[config.mk]
export PLATFORM = sky130hd
export DESIGN_NAME = fetch_pc_unit
export DESIGN_NICKNAME = d
export VERILOG_FILES = /design/src/rtl/fetch_pc_unit.sv
export SDC_FILE = /design/constraint.sdc
export NUM_CORES = 1
export LEC_CHECK = 0
export BUFFER_PORTS_ARGS = -buffer_cell sky130_fd_sc_hd__buf_2
export CAP_MARGIN = 20
export CORE_UTILIZATION = 44
export CTS_CLUSTER_SIZE = 10
export DETAILED_ROUTE_END_ITERATION = 16
export PLACE_DENSITY_LB_ADDON = 0.25
export SETUP_SLACK_MARGIN = 0.1
export SLEW_MARGIN = 20
export SYNTH_ARGS = -nofsm -noshare
export SYNTH_HDL_FRONTEND = slang
export SYNTH_SLANG_ARGS = --single-unit
export TNS_END_PERCENT = 50
[constraint.sdc]
create_clock -name clk -period 1.35 [get_ports clk]
set_input_delay 0.135 -clock clk [delete_from_list [all_inputs] [get_ports clk]]
set_output_delay 0.135 -clock clk [all_outputs]
set_load 0.01 [all_outputs]
[src/rtl/fetch_pc_unit.sv]
// Program counter and instruction fetch stage of the 2-stack processor.
// Fetches one word per req/ack transaction and holds it in ir until the decoder accepts it.
module fetch_pc_unit #(
  parameter logic [15:0] RESET_PC = 16'h0000,
  parameter int          TIMEOUT  = 15,
  parameter int          CNT_W    = 4
) (
  input  logic        clk,
  input  logic        rst_n,
  output logic [15:0] mem_addr,
  output logic        mem_req,
  input  logic        mem_ack,
  input  logic [15:0] mem_rdata,
  output logic [15:0] ir,
  output logic        ir_valid,
  input  logic        ir_ready,
  input  logic        jump,
  input  logic [15:0] jump_target,
  output logic [2:0]  pc_hi,
  output logic        fetch_retry
);

  typedef enum logic [1:0] {
    IDLE  = 2'd0,
    FETCH = 2'd1,
    HOLD  = 2'd2,
    RETRY = 2'd3
  } state_t;

  localparam logic [CNT_W-1:0] CNT_LAST = CNT_W'(TIMEOUT - 1);

  state_t           state_q;
  logic [15:0]      pc_q;
  logic [15:0]      ir_q;
  logic             ir_valid_q;
  logic             retry_q;
  logic [CNT_W-1:0] cnt_q;

  // NOTE: every register below is written with <= so all of them see the
  // pre-edge values of each other; a blocking = here would chain updates.
  always_ff @(posedge clk or negedge rst_n) begin
    if (!rst_n) begin
      state_q    <= IDLE;
      pc_q       <= RESET_PC;
      ir_q       <= 16'h0000;
      ir_valid_q <= 1'b0;
      retry_q    <= 1'b0;
      cnt_q      <= '0;
    end else begin
      retry_q <= 1'b0;
      case (state_q)
        IDLE: begin
          state_q <= FETCH;
        end
        FETCH: begin
          if (mem_ack) begin
            ir_q       <= mem_rdata;
            ir_valid_q <= 1'b1;
            pc_q       <= pc_q + 16'd1;
            cnt_q      <= '0;
            state_q    <= HOLD;
          end else if (cnt_q == CNT_LAST) begin
            retry_q <= 1'b1;
            cnt_q   <= '0;
            state_q <= RETRY;
          end else begin
            cnt_q <= cnt_q + 1'b1;
          end
        end
        HOLD: begin
          // Jumps only take effect on the cycle the decoder consumes ir.
          if (ir_ready) begin
            ir_valid_q <= 1'b0;
            state_q    <= FETCH;
            if (jump) begin
              pc_q <= jump_target;
            end
          end
        end
        RETRY: begin
          state_q <= FETCH;
        end
        default: begin
          state_q <= IDLE;
        end
      endcase
    end
  end

  assign mem_addr    = pc_q;
  assign mem_req     = (state_q == FETCH);
  assign pc_hi       = pc_q[15:13];
  assign ir          = ir_q;
  assign ir_valid    = ir_valid_q;
  assign fetch_retry = retry_q;

endmodule
# == After elaboration in Yosys (flattened, before gate mapping) ==
# Cells that the tools add are included.
# totals
ff_bits,40
in_bits,37
# op_classes
addsub,2
muxes,16
reduce_logical,7
eq_ne,8
# op_table
op,count
$mux 16,3
$pmux 16 s2,1
$add 16x1->16 const B,1
$mux 4,2
$mux 2,3
$pmux 2 s3,1
$mux 1,5
$add 4x1->4 const B,1
$eq 2x2->1 const B,2
$eq 4x4->1 const B,1
$ne 2x2->1 const B,2
$reduce_and 2->1,2
$reduce_and 4->1,1
$ne 3x1->1 const B,1
$reduce_and 3->1,1
$eq 2x1->1 const B,1
$logic_not 2->1,1
$ne 2x1->1 const B,1
$pmux 1 s2,1
$reduce_bool 2->1,1
$reduce_or 2->1,1

# == Logic depth before layout (Yosys ltp) ==
# Gate-level depths: netlist of the first run.
# depth
depth_word,4
ltp_mapped,6
ltp_nobuf,6

# == Worst setup path after synthesis of the first run ==
# OpenSTA, ideal clock, no wires.
# synth_timing
path_kind,reg-to-reg
startpoint,"reg pc_q[0], in the netlist mem_addr[0]"
endpoint,"reg pc_q[10], in the netlist mem_addr[10]"
period_less_slack_ns,1.582
required_ns,1.224
path_slack_ns,-0.232
path_stages_with_launch,6
t_arrival_ns,1.456
path_cell_list,dfrtp_1 -> ha_1 -> nand4_2 -> or4_1 -> o21ai_1 -> a21oi_1
# synth_between
elab_chain_cells,3
# synth_rtl
element,line_no,source
"start, declared",33,logic [15:0] pc_q;
"start signal, assigned",59,pc_q <= pc_q + 16'd1;
"start signal, assigned",76,pc_q <= jump_target;
$add 16x1->16,59,
$mux 16,56,if (mem_ack) begin
$pmux 16 s2,51,case (state_q)
# Every way passes these cells. The select of a mux whose other input is x is not followed.
# A chain may end at the register's enable or synchronous reset.

# == Worst setup path after layout of the first run ==
# layout_timing
startpoint,reg state_q[0]
endpoint,"reg pc_q[14], in the netlist mem_addr[14]"
# layout_between
elab_chain_cells,3
elab_cells_between_ends,8
classes_between,5 x eq/ne; 1 x mux; 2 x reduce/logical
# layout_rtl
element,line_no,source
"start, declared",32,state_t state_q;
"start signal, assigned",43,state_q <= IDLE;
"start signal, assigned",53,state_q <= FETCH;
"start signal, assigned",61,state_q <= HOLD;
$eq 2x2->1 or $eq 2x1->1 (tied branches),51,
"$ne 2x2->1 (no line), or another cell as far along",-,
$reduce_and 4->1 (no line),-,
# Parallel ways exist; a longest one is shown, timed or not.

==> results summary, run 1 <==
CTS saw 40 sinks. The worst-skew pair later-pin latency came out at around 0.29 ns. In the post-synthesis netlist, the biggest area contributors are dfrtp_1 (49%), nand2_1 (13%), a21oi_1 (4.7%), nand3_1 (2.0%), ha_1 (1.8%). Setup repair after global routing could not meet its margin everywhere. The proportion of synthesized flip-flops having asynchronous set or reset is 100.0%. The area enclosed by the die boundary is between 4000 and 5000 sq um. The number of placement rows came out at 24. The share of synthesized area occupied by flip-flops and latches is just under 50%.

Synthesis produced roughly 230 cells. The pin count of the biggest net entering global routing came out at 41. The worst setup path is captured at a register.

The run finished, with violations left. The final count of pins violating max slew came to 0. The via count of the first global-routing pass is 1957. The clock power share came out at between 10% and 20%. The top achievable clock speed came out at 665.3 MHz. Along the worst path, the maximum fanout reaches 6. In the final routed layout, each cell accounts on average for between 15 and 20 um. The number of antenna diodes came out at 0. The most used flip-flop cell after synthesis is dfrtp_1. The final antenna-violating net count is 0.

Data on the critical path is required at its endpoint by between 1.5 and 2 ns. For the worst setup path, the data arrival time is between 1.5 and 2 ns. The final global-route overflow total is 0. The number of H-tree branching levels came out at 2. The via density per instance is ~5.5. The peak supply drop came out at ~1300 uV. The cell area after placement is between 2000 and 3000 sq um. The wire length of the first global-routing pass came out at ~8600 um. The area share of and/or/nand/nor cells after synthesis came out at a little over a quarter. The switching part of the total power is 41.72%. In the routed design, unresolved DRC markers number 0. The setup slack after placement is -0.1487 ns. The HPWL after detailed placement is 3683 um. The root cell of the clock tree is clkbuf_8. At the end of routability-driven placement, the weighted congestion stood at ~0.79. The share of layout cells above drive strength 1 came out at a little over half.

The count of cell types in the netlist is 43. The analysis attributes to cell leakage a power of between 1.5 and 2 nW. The initial antenna violation count came out at 0. The worst clock skew is approximately 0.0078 ns. The effective utilization at floorplan came out at 46.35%. The aggregate routed wire length is 6280 um.

The tightest slew margin relative to the limit came out at approximately four fifths. After Yosys synthesis, full adders, half adders and majority gates account for roughly 1.8% of the synthesized area. TritonCTS built the clock tree. The proportion of synthesized area in mux cells is less than 1%. The period utilization is 111.3%. The hold violation total from the final report is 0. The post-layout net count came out at roughly 400. Before antenna repair, the detailed router went through 5 iterations. Global routing used a little over a fifth of the available tracks across all layers.

The number of synthesized register bits came out at 40. The violation count after the first detailed-routing iteration came out at roughly 140. The routed via count came out at ~2200. The setup slack after layout came out at -0.1530 ns. STA classifies the critical path startpoint as a register.

The total number of yosys warnings came out at 0. The worst hold path belongs to the class in -> reg. The power density over cell area is between 2000 and 2500 nW/um^2. The die extent in y is around 70 um. The cell-internal power is around 4.4 mW. The area share of the leading cell type in the synthesized netlist is approximately 49%.

The final reports fail on setup timing. The largest family of logic cells by synthesized area is simple AND/OR/NAND/NOR gates. The number of buffers created by CTS is 5. The clock-pin transition on the worst setup and hold timing paths came out at approximately 0.08 ns. By startpoint and endpoint, the worst setup path is classified as reg -> reg. The post-synthesis area per instance came out at roughly 9 sq um. The minimum clock period after layout came out at 1.503 ns. The boundary pin count came out at 75. The net count after synthesis is roughly 270. The final non-filler cell area came out at 3309 sq um. The sequential power share came out at between 20% and 30%. The number of synthesized flops with an enable pin is 0. The number of setup violations in the final report came out at 16.

The max-cap violation count came out at 0. The area growth from synthesis to layout is 62.87%. The tightest hold path in the finished design has a slack of about 0.032 ns. The maximum buffer depth of the clock tree is 2. The net switching power came out at 3.122 mW. The horizontal die dimension is between 60 and 70 um.

The fraction of synthesized cell area in xor and xnor cells came out at 0%. The post-synthesis cell area came out at between 2000 and 2500 sq um. The combinational power share is approximately three fifths.

For the pin with the worst max-slew slack, the measured transition is 0.2977 ns. The quantity of I/O buffers inserted on ports came out at 74. The post-synthesis compound-gate area fraction is ~17%.

The core area is 4384 sq um. The synthesized design spends more area on one cell type than any other, namely dfrtp_1.
power by group through the flow:
| stage | registers [mW] | logic, mW | clock network [mW] |
|---|---|---|---|
| floorplan | 2.46 | 1.55 | 0 |
| global placement | 2.20 | 3.17 | 0 |
| detailed placement | 2.22 | 3.21 | 0 |
| CTS | 2.21 | 3.38 | 0.786 |
| global route | 2.27 | 4.88 | 0.835 |
| finish | 2.22 | 4.49 | 0.772 |
final timing paths:
| path | start | to | slack [ns] | cells past startpoint |
|---|---|---|---|---|
| worst max-delay path | state_q[0]$_DFFE_PN0P_ | mem_addr[14]$_DFFE_PN0P_ | -0.15 | 4 |
| worst min-delay path | mem_rdata[1] | ir[1]$_DFFE_PN0P_ | 0.03 | 3 |
| worst max register to register | state_q[0]$_DFFE_PN0P_ | mem_addr[14]$_DFFE_PN0P_ | -0.15 | 4 |
| worst min register to register | ir[11]$_DFFE_PN0P_ | ir[11]$_DFFE_PN0P_ | 0.48 | 2 |
| max in group asynchronous | rst_n | state_q[0]$_DFFE_PN0P_ | 0.79 | 3 |
| min in group asynchronous | rst_n | mem_addr[4]$_DFFE_PN0P_ | 0.33 | 3 |
metrics by stage:
step / std cells / TNS, ns / total power [mW] / util [%]
after floorplan: 231 / -0.05908 / 4.019 / -
after global placement: 377 / -0.4339 / 5.366 / 62.56
after detailed placement: 377 / -0.7683 / 5.427 / 62.56
after CTS: 390 / -0.7333 / 6.377 / 66.27
after global routing: 410 / -2.190 / 7.987 / 75.49
final: 410 / -1.303 / 7.485 / 75.49
cell families after synthesis:
logic type	Yosys count
fa+ha+maj	3
flops	40
simple gates	115
compound gates	53
buf+inv	19
mux	1
layout by cell type, fill, tap and decap left out, types with 2 or more instances in the layout:
cell,count
a211o_1,2
a21oi_1,7
a21oi_2,12
a311oi_1,2
buf_12,3
buf_2,72
buf_4,40
buf_6,13
buf_8,4
clkbuf_1,2
clkbuf_8,5
dfrtp_1,30
dfrtp_2,10
inv_1,3
nand2_1,67
nand2_2,2
nand2b_4,2
nand3_1,7
nand4_1,3
nand4_4,2
nor2_1,4
nor3_1,5
nor4_2,2
nor4_4,2
o21ai_0,4
o21ai_1,5
o21ai_2,3
o22ai_1,5
o31ai_1,2
o31ai_2,2
or3_4,2
or4_1,3
Yosys cell counts, types with 2 or more instances:
| cell | number |
|---|---|
| a211o_1 | 2 |
| a21oi_1 | 19 |
| a311oi_1 | 3 |
| buf_2 | 7 |
| buf_4 | 3 |
| clkbuf_1 | 4 |
| dfrtp_1 | 40 |
| ha_1 | 3 |
| inv_1 | 4 |
| nand2_1 | 69 |
| nand2b_1 | 3 |
| nand3_1 | 8 |
| nand4_1 | 3 |
| nor2_1 | 5 |
| nor3_1 | 6 |
| nor4_1 | 4 |
| o21ai_0 | 5 |
| o21ai_1 | 7 |
| o22ai_1 | 6 |
| o31ai_1 | 4 |
| or3_1 | 2 |
| or4_1 | 3 |
sequential cells by signal, indices dropped and copies added (netlist names):
signal	flops
ir_valid	1
mem_addr	16
fetch_retry	1
cnt_q	4
ir	16
state_q	2
timing repair:
action                                 4_1_cts  5_1_grt
pin swaps                                    5       14
gates cloned                                 0        3
endpoints found under the hold margin       40        0
gates resized for setup                     13       52
buffers inserted                             4       17
hold buffers                                 1        0
setup endpoints to repair                   30       39
cell type report:
class                           instances  area (sq um)
Sequential cell                        40          1013
Timing Repair Buffer                  134         962.2
Multi-Input combinational cell        172          1170
Clock buffer                            7         76.32
Inverter                                4         17.52
Tap cell                               52         65.06
Fill cell                             305          1075
Clock inverter                          1         5.005
routing by layer:
layer	wire length (um)	up-vias	GRT usage, %
li1	-	1070	-
met4	108	0	6.000
met3	352	10	4.762
met2	3216	72	36.97
met5	0	-	0
met1	2603	1087	28.28
worst max-delay path, stage by stage, from the launching register on:
cell and delay (ns):
dfrtp_2 0.47, nand2b_4 0.19, o21ai_4 0.27, o21ai_0 0.15, a311oi_1 0.32
Power figures use the tool's default switching activity.
==> inputs of run 2 (changes only) <==
Settings changed: CORE_MARGIN set to 3.
==> run 2 against run 1 <==
Against the previous run:
- the run still ends with setup timing left
- global-route usage rose by 0.91 points
- via count rose by 2.6%
- combinational power rose by 4.7%
- register-to-register slack got worse by 0.03 ns
- hold slack got worse by 0.0074 ns
- critical path depth rose by 1
- clock power rose by 8.2%
- setup slack got worse by 0.035 ns
- maximum frequency fell by 2.3%
- routed wire length rose by 5.2%
- critical path type unchanged
==> results summary, run 2 (synthesis results as in run 1) <==
The flow ran to the end, but the final reports show violations. The final reports fail on setup timing. The power density over cell area was 2281 nW/um^2 (+0.87%). The static power due to leakage came out at 1.642 nW (+1.9%). The minimum clock period after layout came out at 1.538 ns (+0.03467 ns).

The violation count after the first detailed-routing iteration came to 193 (+41%). The global routing usage summed across all routing layers came out at 22.76% (+0.91 points). The worst clock skew is 0.006495 ns (-0.001350 ns). The post-detailed-route DRC marker count came out at 0 (unchanged).

The maximum buffer depth of the clock tree is 2 (unchanged). The combinational power share came out at 60.6% (+0.6 points). The max-cap violation count came out at 0 (unchanged). The aggregate routed wire length came to 6609 um (+5.2%). The cell-internal power is 4.572 mW (+4.8%). The critical path in this run is classified as reg -> reg.

The die extent in y came to 73.96 um (+5.7%). The number of buffers created by CTS came out at 5 (unchanged). The clock power share came out at 10.8% (+0.5 points).

The pin count of the biggest net entering global routing came out at 22 (-46%). The transition time at the pin with the least slew margin came out at 0.4319 ns (+0.1343 ns). The number of H-tree branching levels is 2 (unchanged). The number of placement rows came to 24 (unchanged). The number of antenna diodes came out at 0 (unchanged).

The via density per instance is 5.482 (+0.39%). The wire length per cell came out at 15.77 um (+3.0%). The switching part of the total power came out at 41.10% (-0.62 points).

The sequential power share came to 28.7% (-1.0 points). The CTS tree is yes. The number of fill cells came out at 306 (+0.33%). The setup slack after placement is -0.1189 ns (+0.02982 ns). The clock-pin transition on the worst setup and hold timing paths was 0.08 ns (about the same). The quantity of I/O buffers inserted on ports is 74 (unchanged). The launching element type of the critical path is a register. The area growth from synthesis to layout is 67.43%. The multi-input gate area in the final layout was 1185 sq um (+1.3%). The horizontal die dimension came out at 73.96 um (+5.7%).

The top cell types in the final layout, fill and taps aside, are buf_2 (70), nand2_1 (57), buf_4 (53). The arrival time at the worst endpoint came out at 1.72 ns (+0.04 ns). The length in cells of the worst reg-to-reg path came out at 5 (+1). The area taken by flip-flops and latches came out at 1012 sq um (-0.12%). The period utilization came out at 113.9% (+2.6 points). The post-layout net count is 406 (+2.3%).

Clock tree synthesis selected as its root buffer the cell clkbuf_8. The core area came to 4414 sq um (+0.68%). The instance count along the most critical hold path is 3 (unchanged). The routed via count is 2297 (+2.6%). The via count of the first global-routing pass is 2127 (+8.7%).

Leaving out fill and tap cells, the most frequent cell in the layout is buf_2. The boundary pin count came out at 75 (unchanged). The tightest slew margin relative to the limit came out at 71.20% (-8.8 points).

The critical-path maximum fanout is 3 (-3). The worst-skew pair later-pin latency is 0.30 ns (about the same). The worst setup path is captured at a register.

The HPWL after detailed placement was 4173 um (+13%). The detailed-router iteration count before antenna repair came out at 4 (-1). The hold violation total from the final report is 0 (unchanged). The initial antenna violation count came to 0 (unchanged). In this run the worst hold path is classified as in -> reg. The final RePlAce weighted congestion is 0.8244 (+3.8%). The area enclosed by the die boundary is 5469 sq um (+12%). The effective utilization at floorplan came out at 46.03% (-0.32 points). The top achievable clock speed was 650.3 MHz (-2.3%). The number of sinks driven by the clock tree was 40 (unchanged). The final antenna-violating net count is 0 (unchanged). The final global-route overflow total came out at 0 (unchanged). The total chip power is 7.761 mW (+3.7%). The number of setup violations in the final report came out at 23 (+7).

The peak supply drop is 1320 uV (-1.5%). The setup slack after layout is -0.1877 ns (-0.03467 ns). The final count of pins violating max slew came to 0 (unchanged). The net switching power is 3.190 mW (+2.2%). Setup repair after global routing could not meet its margin everywhere. The share of layout cells above drive strength 1 came out at 56.40% (+2.5 points). The worst endpoint required time is 1.53 ns (about the same). The wire length of the first global-routing pass is 9604 um (+12%).
==> run 2: critical path, stage by stage, from the launching register on <==
cell and delay, ns:
dfrtp_1 0.40, nand4_1 0.16, buf_4 0.17, or4_1 0.50, o21ai_1 0.12, a21oi_1 0.08
==> run 2: final timing paths <==
check	start	end	slack (ns)
setup reg to reg	mem_addr[10]$_DFFE_PN0P_	mem_addr[12]$_DFFE_PN0P_	-0.19
hold / removal	mem_rdata[4]	ir[4]$_DFFE_PN0P_	0.02
setup / recovery	mem_addr[10]$_DFFE_PN0P_	mem_addr[12]$_DFFE_PN0P_	-0.19
min in group asynchronous	rst_n	mem_addr[8]$_DFFE_PN0P_	0.31
max in group asynchronous	rst_n	ir[10]$_DFFE_PN0P_	0.50
hold reg to reg	ir[12]$_DFFE_PN0P_	ir[12]$_DFFE_PN0P_	0.47
==> run 2: per-layer routing <==
layer / share of wire [%] / track usage (%) / vias to the layer above
met5: 0 / 0 / -
met2: 52 / 39.07 / 88
met4: 2.9 / 8.853 / 0
met3: 6.4 / 5.000 / 24
met1: 39 / 27.88 / 1099
li1: - / - / 1086
==> run 2: timing repair <==
item,4_1_cts,5_1_grt
hold endpoints to repair,16,0
hold buffers,1,0
buffers inserted,13,13
gates resized for setup,26,35
gates cloned,1,0
endpoints found under the setup margin,23,40
pin swaps,24,19
==> run 2: area by class of cell <==
type	count	area share (%)
clock buffers	8	2.648
multi-input cells	172	34.83
flip-flops and latches	40	29.75
repair buffers	143	30.34
well taps	52	1.912
inverters	4	0.5149
==> run 2: per-stage QoR <==
stage / instances / utilization [%] / TNS (ns) / instance area [sq um] / hold WS [ns]
after global placement: 384 / 63.61 / -0.2882 / 2808 / 0.09035
after detailed placement: 384 / 63.61 / -0.5283 / 2808 / 0.09238
after CTS: 407 / 71.68 / -0.9200 / 3164 / 0.02262
after floorplan: 231 / - / -0.05908 / 2117 / -0.1606
after global routing: 419 / 77.07 / -4.374 / 3402 / 0.02820
final: 419 / 77.07 / -2.263 / 3402 / 0.02483
==> run 2: power groups by stage <==
stage,registers (mW),clock network (mW),logic [mW]
detailed placement,2.22,0,3.41
CTS,2.20,0.845,4.03
global route,2.28,0.889,5.10
floorplan,2.46,0,1.55
global placement,2.21,0,3.32
finish,2.22,0.835,4.70
